===== src/rtl/pipe_hazard_ctrl_pkg.sv =====
// Shared types for the pipeline hazard controller: FSM states, forwarding
// select codes and the writer descriptor used by the forwarding compare.
package pipe_ctrl_pkg;

  typedef enum logic [1:0] {
    RUN   = 2'd0,
    LDUSE = 2'd1,
    MWAIT = 2'd2,
    FAULT = 2'd3
  } state_e;

  typedef enum logic [1:0] {
    FWD_RF   = 2'b00,
    FWD_EALU = 2'b01,
    FWD_MALU = 2'b10,
    FWD_MLD  = 2'b11
  } fwd_e;

  // One downstream stage that may write the register file.
  typedef struct packed {
    logic       wreg;
    logic       m2reg;
    logic [4:0] rn;
  } wb_src_t;

endpackage


===== src/rtl/pipe_hazard_ctrl_if.sv =====
// ID/EXE/MEM hazard sideband between the pipeline datapath and the controller.
interface pipe_hazard_ctrl_if #(
  parameter int CW = 16
);
  logic [4:0]    rs, rt;
  logic          use_rs, use_rt, pcsrc_tkn;
  logic          ewreg, em2reg;
  logic [4:0]    ern0;
  logic          mwreg, mm2reg, mwmem;
  logic [4:0]    mrn;
  logic          dmem_rdy;
  logic          wpcir, mfreeze, flush_ifid, fault;
  logic [1:0]    fwda, fwdb;
  logic [CW-1:0] stall_cnt;

  modport master (
    output rs, rt, use_rs, use_rt, pcsrc_tkn, ewreg, em2reg, ern0,
           mwreg, mm2reg, mwmem, mrn, dmem_rdy,
    input  wpcir, mfreeze, flush_ifid, fwda, fwdb, fault, stall_cnt
  );

  modport slave (
    input  rs, rt, use_rs, use_rt, pcsrc_tkn, ewreg, em2reg, ern0,
           mwreg, mm2reg, mwmem, mrn, dmem_rdy,
    output wpcir, mfreeze, flush_ifid, fwda, fwdb, fault, stall_cnt
  );
endinterface


===== src/rtl/pipe_hazard_ctrl_fwd_sel.sv =====
// Forwarding select for one ID-stage source operand; the EXE ALU result is the
// youngest value so it wins over anything in MEM. r0 is never forwarded.
module pipe_fwd_sel
  import pipe_ctrl_pkg::*;
(
  input  logic [4:0] src_i,
  input  wb_src_t    exe_i,
  input  wb_src_t    mem_i,
  output fwd_e       fwd_o
);
  logic e_hit, m_hit;

  assign e_hit = exe_i.wreg && (exe_i.rn != 5'd0) && (exe_i.rn == src_i);
  assign m_hit = mem_i.wreg && (mem_i.rn != 5'd0) && (mem_i.rn == src_i);

  always_comb begin
    fwd_o = FWD_RF;
    if (e_hit && !exe_i.m2reg)     fwd_o = FWD_EALU;
    else if (m_hit && mem_i.m2reg) fwd_o = FWD_MLD;
    else if (m_hit)                fwd_o = FWD_MALU;
  end
endmodule


===== src/rtl/pipe_hazard_ctrl.sv =====
// Hazard/stall controller: operand forwarding, load-use bubble, branch flush
// and memory-wait freeze with timeout fault and saturating stall counter.
module pipe_hazard_ctrl
  import pipe_ctrl_pkg::*;
#(
  parameter int MAXWAIT = 15,
  parameter int CW      = 16
) (
  input  logic              clock,
  input  logic              reset,
  pipe_hazard_ctrl_if.slave bus
);
  localparam int WW = $clog2(MAXWAIT + 1);

  state_e          state_q, state_d;
  logic [WW-1:0]   wait_q, wait_d;
  logic [CW-1:0]   stall_q, stall_d;
  logic            lu, mw;
  logic            wpcir, mfreeze, flush;
  logic [1:0][4:0] src;
  fwd_e            fwd [2];
  wb_src_t         e_src, m_src;

  assign e_src = '{wreg: bus.ewreg, m2reg: bus.em2reg, rn: bus.ern0};
  assign m_src = '{wreg: bus.mwreg, m2reg: bus.mm2reg, rn: bus.mrn};
  assign src   = {bus.rt, bus.rs};

  for (genvar g = 0; g < 2; g++) begin : g_fwd
    pipe_fwd_sel u_fwd (
      .src_i (src[g]),
      .exe_i (e_src),
      .mem_i (m_src),
      .fwd_o (fwd[g])
    );
  end

  assign lu = bus.ewreg && bus.em2reg && (bus.ern0 != 5'd0) &&
              ((bus.use_rs && bus.ern0 == bus.rs) || (bus.use_rt && bus.ern0 == bus.rt));
  assign mw = (bus.mm2reg || bus.mwmem) && !bus.dmem_rdy;

  always_comb begin
    state_d = state_q;
    wait_d  = wait_q;
    wpcir   = 1'b1;
    mfreeze = 1'b0;
    flush   = 1'b0;
    unique case (state_q)
      RUN, LDUSE: begin
        if (mw) begin
          mfreeze = 1'b1;
          wpcir   = 1'b0;
          wait_d  = WW'(1);
          state_d = (MAXWAIT <= 1) ? FAULT : MWAIT;
        end else if (state_q == RUN && lu) begin
          wpcir   = 1'b0;
          state_d = LDUSE;
        end else begin
          flush   = bus.pcsrc_tkn;
          state_d = RUN;
        end
      end
      MWAIT: begin
        if (mw) begin
          mfreeze = 1'b1;
          wpcir   = 1'b0;
          wait_d  = wait_q + WW'(1);
          if (wait_d == WW'(MAXWAIT)) state_d = FAULT;
        end else begin
          // Released instruction may itself be a load-use consumer: bubble it.
          wait_d  = '0;
          state_d = RUN;
          wpcir   = !lu;
          flush   = bus.pcsrc_tkn && !lu;
        end
      end
      FAULT: begin
        mfreeze = 1'b1;
        wpcir   = 1'b0;
      end
      default: state_d = RUN;
    endcase
    stall_d = stall_q;
    if ((!wpcir || mfreeze) && stall_q != '1) stall_d = stall_q + CW'(1);
  end

  always_ff @(posedge clock) begin
    if (reset) begin
      state_q <= RUN;
      wait_q  <= '0;
      stall_q <= '0;
    end else begin
      state_q <= state_d;
      wait_q  <= wait_d;
      stall_q <= stall_d;
    end
  end

  assign bus.wpcir      = reset ? 1'b1 : wpcir;
  assign bus.mfreeze    = reset ? 1'b0 : mfreeze;
  assign bus.flush_ifid = reset ? 1'b0 : flush;
  assign bus.fwda       = reset ? FWD_RF : fwd[0];
  assign bus.fwdb       = reset ? FWD_RF : fwd[1];
  assign bus.fault      = (state_q == FAULT);
  assign bus.stall_cnt  = stall_q;
endmodule


===== src/flat_wrapper.sv =====
// flat-port wrapper written by rule: the top's interface ports become plain ports
module pipe_hazard_ctrl_flat import pipe_ctrl_pkg::*;
#(
  parameter int MAXWAIT = 15,
  parameter int CW      = 16
)
  (clock, reset, bus_rs, bus_rt, bus_use_rs, bus_use_rt, bus_pcsrc_tkn, bus_ewreg, bus_em2reg, bus_ern0, bus_mwreg, bus_mm2reg, bus_mwmem, bus_mrn, bus_dmem_rdy, bus_wpcir, bus_mfreeze, bus_flush_ifid, bus_fwda, bus_fwdb, bus_fault, bus_stall_cnt);
  pipe_hazard_ctrl_if #(.CW(CW)) bus_i ();
  input  logic clock;
  input  logic reset;
  input wire logic [$bits(bus_i.rs)-1:0] bus_rs;
  input wire logic [$bits(bus_i.rt)-1:0] bus_rt;
  input wire logic [$bits(bus_i.use_rs)-1:0] bus_use_rs;
  input wire logic [$bits(bus_i.use_rt)-1:0] bus_use_rt;
  input wire logic [$bits(bus_i.pcsrc_tkn)-1:0] bus_pcsrc_tkn;
  input wire logic [$bits(bus_i.ewreg)-1:0] bus_ewreg;
  input wire logic [$bits(bus_i.em2reg)-1:0] bus_em2reg;
  input wire logic [$bits(bus_i.ern0)-1:0] bus_ern0;
  input wire logic [$bits(bus_i.mwreg)-1:0] bus_mwreg;
  input wire logic [$bits(bus_i.mm2reg)-1:0] bus_mm2reg;
  input wire logic [$bits(bus_i.mwmem)-1:0] bus_mwmem;
  input wire logic [$bits(bus_i.mrn)-1:0] bus_mrn;
  input wire logic [$bits(bus_i.dmem_rdy)-1:0] bus_dmem_rdy;
  output wire logic [$bits(bus_i.wpcir)-1:0] bus_wpcir;
  output wire logic [$bits(bus_i.mfreeze)-1:0] bus_mfreeze;
  output wire logic [$bits(bus_i.flush_ifid)-1:0] bus_flush_ifid;
  output wire logic [$bits(bus_i.fwda)-1:0] bus_fwda;
  output wire logic [$bits(bus_i.fwdb)-1:0] bus_fwdb;
  output wire logic [$bits(bus_i.fault)-1:0] bus_fault;
  output wire logic [$bits(bus_i.stall_cnt)-1:0] bus_stall_cnt;
  assign bus_i.rs = bus_rs;
  assign bus_i.rt = bus_rt;
  assign bus_i.use_rs = bus_use_rs;
  assign bus_i.use_rt = bus_use_rt;
  assign bus_i.pcsrc_tkn = bus_pcsrc_tkn;
  assign bus_i.ewreg = bus_ewreg;
  assign bus_i.em2reg = bus_em2reg;
  assign bus_i.ern0 = bus_ern0;
  assign bus_i.mwreg = bus_mwreg;
  assign bus_i.mm2reg = bus_mm2reg;
  assign bus_i.mwmem = bus_mwmem;
  assign bus_i.mrn = bus_mrn;
  assign bus_i.dmem_rdy = bus_dmem_rdy;
  assign bus_wpcir = bus_i.wpcir;
  assign bus_mfreeze = bus_i.mfreeze;
  assign bus_flush_ifid = bus_i.flush_ifid;
  assign bus_fwda = bus_i.fwda;
  assign bus_fwdb = bus_i.fwdb;
  assign bus_fault = bus_i.fault;
  assign bus_stall_cnt = bus_i.stall_cnt;
  pipe_hazard_ctrl #(.MAXWAIT(MAXWAIT), .CW(CW)) u_core (.clock(clock), .reset(reset), .bus(bus_i));
endmodule

===== config.mk =====
export PLATFORM = sky130hd
export DESIGN_NAME = pipe_hazard_ctrl_flat
export DESIGN_NICKNAME = d
export VERILOG_FILES = /design/src/rtl/pipe_hazard_ctrl_pkg.sv /design/src/rtl/pipe_hazard_ctrl_if.sv /design/src/rtl/pipe_hazard_ctrl_fwd_sel.sv /design/src/rtl/pipe_hazard_ctrl.sv /design/src/flat_wrapper.sv
export SDC_FILE = /design/constraint.sdc
export NUM_CORES = 1
export LEC_CHECK = 0
export BUFFER_PORTS_ARGS = -buffer_cell sky130_fd_sc_hd__buf_2
export CAP_MARGIN = 15
export CORE_MARGIN = 2
export CORE_UTILIZATION = 40
export CTS_BUF_LIST = sky130_fd_sc_hd__clkbuf_8
export CTS_CLUSTER_SIZE = 16
export DETAILED_ROUTE_END_ITERATION = 7
export PLACE_DENSITY = 0.69
export SKIP_CTS_REPAIR_TIMING = 1
export SYNTH_ARGS = -nofsm -noshare
export SYNTH_HDL_FRONTEND = slang
export SYNTH_SLANG_ARGS = --single-unit

===== constraint.sdc =====
create_clock -name clock -period 1.9 [get_ports clock]
set_input_delay 0 -clock clock [delete_from_list [all_inputs] [get_ports clock]]
set_output_delay 0 -clock clock [all_outputs]
set_load 0.03 [all_outputs]

# Word-level counts from Yosys, hierarchy flattened
# Cells that the tools add are included.
[totals]
reg_bits = 22
out_inout_bits = 24
word_cells = 79
[op_classes]
n_addsub = 2
n_eq_ne = 11
muxes = 29
n_reduce_logical = 34
[op_table]
columns = ["cell", "count"]
rows = [
  ["$mux W2", 11],
  ["$eq A5 B5 Y1", 4],
  ["$logic_and A1 B1 Y1", 19],
  ["$add A16 B1 Y16 const B", 1],
  ["$ne A16 B16 Y1 const B", 1],
  ["$mux W1", 11],
  ["$reduce_bool A5 Y1", 2],
  ["$mux W4", 2],
  ["$pmux W4 S2", 1],
  ["$add A4 B1 Y4 const B", 1],
  ["$eq A2 B2 Y1 const B", 2],
  ["$eq A4 B4 Y1 const B", 1],
  ["$logic_not A1 Y1", 4],
  ["$pmux W1 S2", 2],
  ["$pmux W2 S2", 1],
  ["$reduce_and A2 Y1", 2],
  ["$logic_or A1 B1 Y1", 3],
  ["$ne A3 B3 Y1 const B", 1],
  ["$pmux W1 S3", 1],
  ["$reduce_or A3 Y1", 1],
  ["$eq A2 B1 Y1 const B", 1],
  ["$logic_not A2 Y1", 1],
  ["$ne A2 B1 Y1 const B", 1],
  ["$reduce_bool A2 Y1", 1],
  ["$reduce_or A2 Y1", 1],
]

# Depth between registers and ports, before layout
# Gate-level depths: netlist of run 1.
[depth]
word_depth = 11
mapped_depth = 8
ltp_nobuf = 7

# By module
# From an unflattened synthesis of run 1, not the netlist that was laid out.
[unflattened]
hier_cells = 204
area_unflattened_um2 = 1669.1
[by_module_without_submodules]
columns = ["mod", "n_inst", "cells_each", "area_per_inst_um2", "seq_area_each_um2"]
rows = [
  ["pipe_hazard_ctrl", 1, 160, 1338.8, 440.4],
  ["pipe_fwd_sel", 2, 22, 165.2, 0.0],
]

# Least setup slack after synthesis of run 1
# Ideal clock, no wire load.
[synth_timing]
path_type = "register -> register"
from = "register u_core.state_q[0]"
to = "register u_core.stall_q[2] (netlist: u_core.bus.stall_cnt[2])"
setup_ps = 116
t_arrival_ps = 1913
slack_ps = -129
stages_incl_launch_ff = 8
n_path_buf = 2
synth_period_minus_slack_ps = 2029
path_cell_list = "dfxtp_1 clkbuf_1 and2_1 nor2_1 a21oi_1 buf_2 a21oi_1 a31o_2"
[synth_lines]
columns = ["item", "line", "text"]
rows = [
  ["from (decl)", "pipe_hazard_ctrl.sv:15", "state_e state_q, state_d;"],
  ["from (signal assigned)", "pipe_hazard_ctrl.sv:92", "state_q <= state_d;"],
  ["$eq A2 B2 Y1 (*)", "-", ""],
  ["named net bus_fault", "flat_wrapper.sv:29", "output wire logic [$bits(bus_i.fault)-1:0] bus_fault;"],
  ["$pmux W1 S3", "pipe_hazard_ctrl.sv:47", "unique case (state_q)"],
  ["$logic_not A1 Y1", "pipe_hazard_ctrl.sv:83", "if ((!wpcir || mfreeze) && stall_q != '1) stall_d = stall_q + CW'(1);"],
  ["$logic_or A1 B1 Y1 (*)", "pipe_hazard_ctrl.sv:83", ""],
  ["$logic_and A1 B1 Y1 (*)", "pipe_hazard_ctrl.sv:83", ""],
  ["to (signal assigned)", "pipe_hazard_ctrl.sv:94", "stall_q <= stall_d;"],
  ["to (decl)", "pipe_hazard_ctrl.sv:17", "logic [CW-1:0] stall_q, stall_d;"],
]
# The timed path passes the listed nets; every way through them passes the cells marked *.
# A chain may end at the register's enable or synchronous reset.

# Worst setup path in the final report of run 1
[layout_timing]
from = "register u_core.state_q[0]"
to = "output port bus_flush_ifid"
[layout_between]
elab_chain_len = 6
[layout_lines]
columns = ["item", "line", "text"]
rows = [
  ["$logic_not A2 Y1", "pipe_hazard_ctrl.sv:47, pipe_hazard_ctrl.sv:54", ""],
  ["$logic_and A1 B1 Y1", "pipe_hazard_ctrl.sv:54", "end else if (state_q == RUN && lu) begin"],
  ["$mux W1", "pipe_hazard_ctrl.sv:54", ""],
  ["$mux W1", "pipe_hazard_ctrl.sv:49", "if (mw) begin"],
  ["$pmux W1 S2 (*)", "pipe_hazard_ctrl.sv:47", ""],
  ["$mux W1 (*)", "pipe_hazard_ctrl.sv:100", "assign bus.flush_ifid = reset ? 1'b0 : flush;"],
  ["to (decl)", "flat_wrapper.sv:26", "output wire logic [$bits(bus_i.flush_ifid)-1:0] bus_flush_ifid;"],
]
# Mark *: on every way between the ends. The rest lies on a longest branch, timed or not.

==> impl_metrics.ini, run 1 <==
[critical_path]
arrival_ps = 1740
cp_cell_sequence = and2_4, nor2_1, buf_4, nand2_1, nor3b_2, buf_2
crit_slowest_cell = dfxtp_1
start_kind = register
setup.worst_path.end_class = output port
worst-setup-path-type = register to output port
crit_path_max_incr_delay_ps = 380
cp_data_required_time_ps = 1900
crit_fanout = 6

[logic_synthesis]
synthCells = 194
synthFlopType = dfxtp_1
netlist_area_sq_um = 1530
avgSynthCellArea_sq_um = 7.87
synth.net_count = 228
synth_edf_count = 0
ys_types = 41
yosysSeqAreaShare_pct = 28.9
synth_warnings = 0
synth-async-reset-ratio_pct = 0
yosys_register_bits = 22

[route]
viasPerCell = 5.17
wl_per_cell_um = 11.8
dr.pass1.iters = 4
first_iter_violations = 63
drc = 0
antenna_left = 0
drt_wl_total_um = 3610
vias = 1587

[timing]
relSlewSlack_pct = 71.3
finalHoldViolCount = 0
drv_slew = 0
timing.hold.ws_ps = 128
skew_ps = 3.78
worst_slew_pin_slew_ps = 429
setup_violations = 0
fmax_mhz = 575
min_period_over_period_pct = 91.6
fin_crit_ps = 1740
worst_slack_ps = 160
rsz0062_at_grt = false

[place]
pre_cts_slack_ps = -30.2
placedCellCount = 303
place_congestion = 0.843
port_buffers = 54
dp_hpwl_um = 2900
placed_area_sq_um = 1960

[pwr]
seqPwrFrac_pct = 46.4
p_per_area_nw_per_um2 = 506
power.ir.vdd_worst_v = 0.000350
total_power_mw = 1.02
p_sw_mw = 0.276
switching_share_pct = 27.0
p_comb_share_pct = 21.3
leakage_nw = 0.900
power_frac_clock_pct = 32.3
p_int_mw = 0.747

[clocking]
cts_buffers = 3
root_buffer = clkbuf_8
clkLatencyLatePin_ps = 260
clk_pin_slew_ps = 80
cts.sinks = 22
clockBufferDepth = 2
cts.htree.levels = 1
cts_tree = built

[grt]
antenna_found_initial = 0
overflow = 0
grt_pass1_wl_um = 6150
grt_usage_pct = 17.7
grt_max_degree = 38
grt_pass1_vias = 1479

[cells_and_area]
fill_cells = 369
diodes = 0
synthToLayoutAreaGrowth_pct = 32.5
drive_gt1_share_pct = 38.2
final_cell_area_sq_um = 2020
stdcell_count = 307
layout.nets = 294

[floorplan]
dieArea_sq_um = 4330
io_pins = 55
die_w_um = 65.8
core_sq_um = 3660
rows = 22
chipHeight_um = 65.8
start_util_pct = 41.7

[run]
max-cap-violations = 0

[min_path]
hold_class = input port to register

[status]
outcome = completed
cells in the mapped netlist, types with 3 or more instances:
library cell,instances,share of area (%)
nand3b_1,3,1.5
xnor2_1,9,5.2
nand2b_1,4,1.6
o21ai_0,4,1.3
xor2_1,16,9.2
nand4_1,7,2.9
nor2_1,32,7.9
a21oi_1,12,3.9
nor2b_1,7,2.9
a31o_2,3,1.7
ha_1,3,2.5
dfxtp_1,22,29
clkbuf_1,7,1.7
nor3_1,5,1.6
nand2_1,10,2.5
inv_1,4,0.98
nand3_1,12,3.9
mux2_2,6,4.4
cell type report:
class	instances	area, sq um	share of cell area [%]
flip-flops and latches	22	452	22.3
inverters	4	15.0	0.743
multi-input cells	160	1060	52.3
well taps	48	60.1	2.97
repair buffers	69	383	18.9
clock buffers	4	55.1	2.72
worst paths after layout:
kind,start,to,slack [ps],cells after the start
worst min register to register,u_core.wait_q[3]$_SDFFE_PP0P_,u_core.wait_q[3]$_SDFFE_PP0P_,530,2
worst max-delay path,u_core.state_q[0]$_SDFFE_PP0P_,bus_flush_ifid,160,6
worst min-delay path,bus_dmem_rdy,u_core.state_q[0]$_SDFFE_PP0P_,130,4
worst max register to register,u_core.bus.stall_cnt[8]$_SDFFE_PP0P_,u_core.bus.stall_cnt[12]$_SDFFE_PP0P_,160,9
registers in the layout, summed over array words and instances, names as in the netlist:
name and count:
u_core.bus.stall_cnt 16, u_core.wait_q 4, u_core.state_q 2
kinds of logic after synthesis:
kind of cell | count (synthesis) | share of synthesized area [%]
AND/OR/NAND/NOR | 91 | 30.0
AO/OA/AOI/OAI | 34 | 16.2
XOR/XNOR | 25 | 14.3
flip-flops | 22 | 28.9
buffers and inverters | 12 | 3.03
multiplexers | 7 | 5.08
adder cells (fa/ha/maj) | 3 | 2.46
routing by layer:
layer  track usage (%)  share of wire (%)  vias to the layer above
li1                  -                  -                      809
met1              21.7                 46                      742
met2              32.4                 49                       34
met3              3.58                4.2                        2
met4              2.34               0.50                        0
met5                 0                  0                        -
metrics by stage:
step	TNS, ps	util [%]
finish	0	55.2
global route	0	55.2
CTS	0	55.0
detailed placement	-135	53.5
global placement	0	53.5
floorplan	0	-
placed cells by master (no fill, tap or decap), types with 2 or more instances in the layout:
master / count
nand4_1: 7
a31o_2: 3
nand3b_1: 3
nand2b_1: 4
or4_1: 2
buf_2: 54
buf_4: 15
clkbuf_8: 4
nand2_1: 10
inv_1: 4
nor3_1: 3
nor2b_1: 7
o41ai_1: 2
dfxtp_2: 6
ha_1: 3
xor2_1: 16
nor2_1: 32
or2_2: 2
mux2_2: 6
a21bo_2: 2
a21oi_1: 12
nor3_2: 3
nand3_1: 12
dfxtp_1: 15
o21ai_0: 4
xnor2_1: 9
power groups by stage:
stage	clock network, mW	logic (mW)	registers (mW)
2_1_floorplan	0	0.114	0.498
3_3_place_gp	0	0.216	0.488
3_5_place_dp	0	0.217	0.488
4_1_cts	0.346	0.219	0.477
5_1_grt	0.374	0.239	0.477
6_report	0.330	0.218	0.475
worst max-delay path, delay by kind of cell (launching register included):
family | cells | cell delay (ps)
buf+inv | 2 | 400
flops | 1 | 380
simple gates | 4 | 710
No activity file was read; power rests on OpenSTA's default activity.
==> run 2: changes to the inputs <==
ABC_AREA = 1   (was not set)
PLACE_DENSITY = 0.68   (was 0.69)
==> run 2 against run 1 <==
Net effect:
- via count is 11% higher
- design area up 7.0%
- worst hold slack worse by 110 ps
- combinational power down 10%
- worst setup slack improved by 32 ps
- critical path depth increased by 3
- utilization decreased by 4.9 points
- wire length is 9.5% higher
- largest cell class unchanged
- clock-buffer cell count did not move
- final cell count up 19%
- die area is 14% higher
- clock skew is essentially flat
==> impl_metrics.ini, run 2 <==
[status]
outcome = completed

[grt]
grt_max_degree = 23
overflow = 0
grt_pass1_vias = 1703
grt_usage_pct = 17.0
grt_pass1_wl_um = 6990
antenna_found_initial = 0

[critical_path]
cp_top_family = simple AND/OR/NAND/NOR gates
crit_fanout = 10
crit_path_max_incr_delay_ps = 370
worst-setup-path-type = register to register
cp_cell_sequence = ha_1, nand3_1, inv_2, nand3_4, nor3_4, nand2_4, buf_12, nand3_1, a21oi_1
arrival_ps = 1850
crit_slowest_cell = dfxtp_2
cp_data_required_time_ps = 2050
setup.worst_path.end_class = register
start_kind = register
crit_path_frequent_cell = nand3_1
path_buf_inv = 2

[cells_and_area]
layout_commonest_cell = nand2_1
largest_register_ffs = 16
drive_gt1_share_pct = 31.6
diodes = 0
most-common-layout-cells = nand2_1, buf_2, nor2_1, inv_1, dfxtp_1
layout.nets = 348
multiInputGateArea_sq_um = 1150
fill_cells = 451
synthToLayoutAreaGrowth_pct = 23.1
regArea_sq_um = 442

[timing]
skew_ps = 3.69
worst_slew_pin_slew_ps = 455
relSlewSlack_pct = 69.3
min_period_over_period_pct = 89.9
tns_ps = 0
worst_slack_ps = 191
rsz0062_at_grt = false
drv_slew = 0
fmax_mhz = 585
setup_violations = 0
finalHoldViolCount = 0
fin_crit_ps = 1710

[place]
port_buffers = 54
pre_cts_slack_ps = 130
dp_hpwl_um = 3210
place_congestion = 0.890

[logic_synthesis]
synthCells = 252
synth_area_leaders = dfxtp_1, nand2_1, xor2_1
ys_types = 28
synth.net_count = 286
avgSynthCellArea_sq_um = 6.97
yosysTopAreaCell = dfxtp_1
netlist_area_sq_um = 1760
synthTopCellsByCount = nand2_1, nor2_1, dfxtp_1, inv_1, xor2_1
synth_warnings = 0
synth.top_cell.area_share_pct = 25.1
synth_edf_count = 0
yosys_register_bits = 22
synth-async-reset-ratio_pct = 0
yosysMostFrequentCell = nand2_1
synthFlopType = dfxtp_1
yosysSeqAreaShare_pct = 25.1

[route]
dr.pass1.iters = 4
vias = 1755
viasPerCell = 4.81
first_iter_violations = 66
wl_per_cell_um = 10.8
antenna_left = 0
drc = 0
drt_wl_total_um = 3950

[floorplan]
chipHeight_um = 70.3
io_pins = 55
dieArea_sq_um = 4940
rows = 24
start_util_pct = 40.9
core_sq_um = 4290
die_w_um = 70.3

[clocking]
cts_tree = built
cts.sinks = 22
cts.htree.levels = 1
clk_pin_slew_ps = 80
clkLatencyLatePin_ps = 270
clockBufferDepth = 2
root_buffer = clkbuf_8
cts_buffers = 3

[pwr]
total_power_mw = 1.01
power.ir.vdd_worst_v = 0.000219
p_per_area_nw_per_um2 = 469
leakage_nw = 1.03

[min_path]
hold_class = input port to register

[run]
max-cap-violations = 0
[run 2: cell types whose count changed after synthesis, sizes merged, moves of 3 or more]
cell / before / now
nor2b: 7 / 0
nand2b: 4 / 0
nand2: 10 / 73
nand3b: 3 / 0
clkbuf: 7 / 3
inv: 4 / 26
a31o: 3 / 0
nor2: 32 / 26
nand3: 12 / 23
a21oi: 12 / 21
mux2: 6 / 0
[run 2: through the flow]
stage	utilization [%]	hold slack, ps	std cells	instance area (sq um)
CTS	50.1	8.58	365	2150
floorplan	-	69.1	252	1760
global placement	48.9	307	361	2100
finish	50.4	13.9	365	2160
global route	50.4	47.3	365	2160
detailed placement	48.9	298	361	2100
[run 2: layout make-up]
class | instances | share of cell area [%]
Clock buffer | 4 | 2.54
Inverter | 26 | 4.51
Multi-Input combinational cell | 198 | 53.3
Sequential cell | 22 | 20.4
Tap cell | 52 | 3.01
Timing Repair Buffer | 63 | 16.2
[run 2: worst reg2reg max path: stages, from the launching register on]
cell and delay (ps):
dfxtp_2 370, ha_1 190, nand3_1 170, inv_2 140, nand3_4 90, nor3_4 150, nand2_4 150, buf_12 180
nand3_1 80, a21oi_1 70
[run 2: routing by layer]
metal / track usage, % / vias up / wire (um)
met1: 21.3 / 769 / 1790
li1: - / 936 / -
met4: 3.85 / 0 / 31
met5: 0 / - / 0
met3: 3.75 / 4 / 198
met2: 29.7 / 46 / 1930
[run 2: worst paths after layout]
kind,slack [ps],from,depth (start not counted),to
max,190,u_core.bus.stall_cnt[0]$_SDFFE_PP0P_,9,u_core.bus.stall_cnt[15]$_SDFFE_PP0P_
min,10,bus_dmem_rdy,4,u_core.wait_q[0]$_SDFFE_PP0P_
max reg2reg,190,u_core.bus.stall_cnt[0]$_SDFFE_PP0P_,9,u_core.bus.stall_cnt[15]$_SDFFE_PP0P_
min reg2reg,490,u_core.wait_q[3]$_SDFFE_PP0P_,2,u_core.wait_q[3]$_SDFFE_PP0P_
[run 2: power by group]
part	switching, mW	internal [mW]
combinational	0.122	0.0748
sequential	0.00617	0.468
clock	0.159	0.185
[run 2: kinds of logic (layout without fill, tap and decap cells)]
group	Yosys count	after routing	synth area share (%)
simple gates	141	141	39.2
fa+ha+maj	3	3	2.14
buf+inv	32	93	9.76
xor+xnor	29	29	14.5
compound gates	25	25	9.33
flops	22	22	25.1
==> run 3: changes to the inputs <==
clock period = 1.5 ns   (was 1.9 ns; I/O delays follow)
==> run 3 against run 2 <==
Net effect:
- the flow now finishes with violations (negative setup slack)
- clock-buffer cell count down 1
- combinational power is 46% higher
- design area rose by 14%
- clock power grew 11%
- sequential power rose by 25%
- clock skew grew 3.1 ps
- wire length up 11%
- critical path type unchanged
- power rose by 24%
- register-to-register slack worse by 200 ps
- flip-flop and latch count did not move
- via count up 6.8%
- largest cell class unchanged
- non-clock buffer count grew 16
==> impl_metrics.ini, run 3 (synthesis results as in run 2) <==
[floorplan]
die_w_um = 70.3
start_util_pct = 40.9
chipHeight_um = 70.3
dieArea_sq_um = 4940
io_pins = 55
core_sq_um = 4290
rows = 24

[critical_path]
worst-setup-path-type = register to register
startpoint = u_core.bus.stall_cnt[9]$_SDFFE_PP0P_
path_depth = 8
path_buf_inv = 1
setup.worst_path.end_class = register
cp_top_family = simple AND/OR/NAND/NOR gates
crit_path_max_incr_delay_ps = 370
timing.rr.start = u_core.bus.stall_cnt[9]$_SDFFE_PP0P_
arrival_ps = 1660
crit_fanout = 8
start_kind = register
cp_cell_sequence = nand2_1, nor2_2, nand3_4, nor3_4, nand2_4, buf_6, a21oi_2, nor2_1
cp_data_required_time_ps = 1660
crit_slowest_cell = dfxtp_2
rr_worst_depth = 8

[grt]
overflow = 0
grt_pass1_wl_um = 7380
grt_usage_pct = 17.9
antenna_found_initial = 0
grt_pass1_vias = 1772
grt_max_degree = 23

[place]
dp_hpwl_um = 3340
port_buffers = 54
place_congestion = 0.801
placed_area_sq_um = 2240

[timing]
drv_slew = 0
setup_violations = 1
finalHoldViolCount = 0
worst_slack_ps = -3.73
rsz0062_at_grt = true
fmax_mhz = 665
worst_slew_pin_slew_ps = 453
min_period_over_period_pct = 100
skew_ps = 6.79
fin_crit_ps = 1500
relSlewSlack_pct = 69.6

[min_path]
hold_class = input port to register
hp-start = bus_dmem_rdy
hold_depth = 4

[route]
vias = 1874
antenna_left = 0
wl_per_cell_um = 11.4
drt_wl_total_um = 4370
viasPerCell = 4.91
dr.pass1.iters = 4
first_iter_violations = 112
drc = 0

[status]
violations = negative setup slack
outcome = finished with violations

[cells_and_area]
layout_commonest_cell = nand2_1
synthToLayoutAreaGrowth_pct = 40.2
final_util_pct = 57.4
final_cell_area_sq_um = 2460
most-common-layout-cells = nand2_1, buf_2, inv_1, buf_4, nor2_1
diodes = 0
drive_gt1_share_pct = 43.6
layout.nets = 365
largest_register_ffs = 16
fill_cells = 404

[pwr]
p_per_area_nw_per_um2 = 512
power.ir.vdd_worst_v = 0.000582
total_power_mw = 1.26
leakage_nw = 1.15

[clocking]
clkLatencyLatePin_ps = 260
cts.htree.levels = 1
clockBufferDepth = 2
root_buffer = clkbuf_8
cts.sinks = 22
clk_pin_slew_ps = 80
cts_buffers = 3
cts_tree = built

[run]
max-cap-violations = 0
## run 3: cell count changes in the layout (fill, tap and decap cells not counted), moves of 3 or more
cell and change:
dfxtp_2 +5, nor3_1 -3, buf_4 +14, nand2_1 -6, dfxtp_1 -12, nand2_2 +3, dfxtp_4 +7, nand3_4 +3
nor3_2 +3, nand2_4 +4
## run 3: layout make-up
cell class / instances / area, sq um / area share, %
Timing Repair Buffer: 79 / 502 / 20.4
Tap cell: 52 / 65.1 / 2.64
Multi-Input combinational cell: 199 / 1280 / 51.9
Clock buffer: 3 / 41.3 / 1.68
Sequential cell: 22 / 474 / 19.2
Clock inverter: 1 / 3.75 / 0.152
Inverter: 26 / 100 / 4.06
## run 3: path summary, 6_finish.rpt
kind,slack (ps),endpoint
worst max-delay path,-4,u_core.bus.stall_cnt[0]$_SDFFE_PP0P_
worst min-delay path,70,u_core.wait_q[0]$_SDFFE_PP0P_
worst max register to register,-4,u_core.bus.stall_cnt[0]$_SDFFE_PP0P_
worst min register to register,480,u_core.bus.stall_cnt[15]$_SDFFE_PP0P_
## run 3: metal layers
| metal | track usage (%) | up-vias | share of wire, % |
|---|---|---|---|
| li1 | - | 970 | - |
| met1 | 22.4 | 831 | 45 |
| met2 | 31.6 | 69 | 49 |
| met3 | 3.61 | 4 | 5.7 |
| met4 | 3.63 | 0 | 0.46 |
| met5 | 0 | - | 0 |
## run 3: power by group
part | total [mW] | internal, mW | switching (mW)
combinational | 0.286 | 0.115 | 0.170
clock | 0.382 | 0.183 | 0.199
sequential | 0.594 | 0.583 | 0.0109
## run 3: through the flow
stage / TNS [ps] / hold WS, ps / worst slack [ps] / instances
global placement: -29.0 / 314 / -29.0 / 371
floorplan: -429 / 61.7 / -52.3 / 252
detailed placement: -37.9 / 311 / -22.8 / 371
global route: -1350 / 94.4 / -102 / 382
CTS: -260 / 26.5 / -47.3 / 375
finish: -3.73 / 73.8 / -3.73 / 382
## run 3: worst reg2reg max path, stage by stage (launching register included)
cell	delay (ps)
dfxtp_2	370
nand2_1	100
nor2_2	180
nand3_4	110
nor3_4	150
nand2_4	160
buf_6	170
a21oi_2	120
nor2_1	50
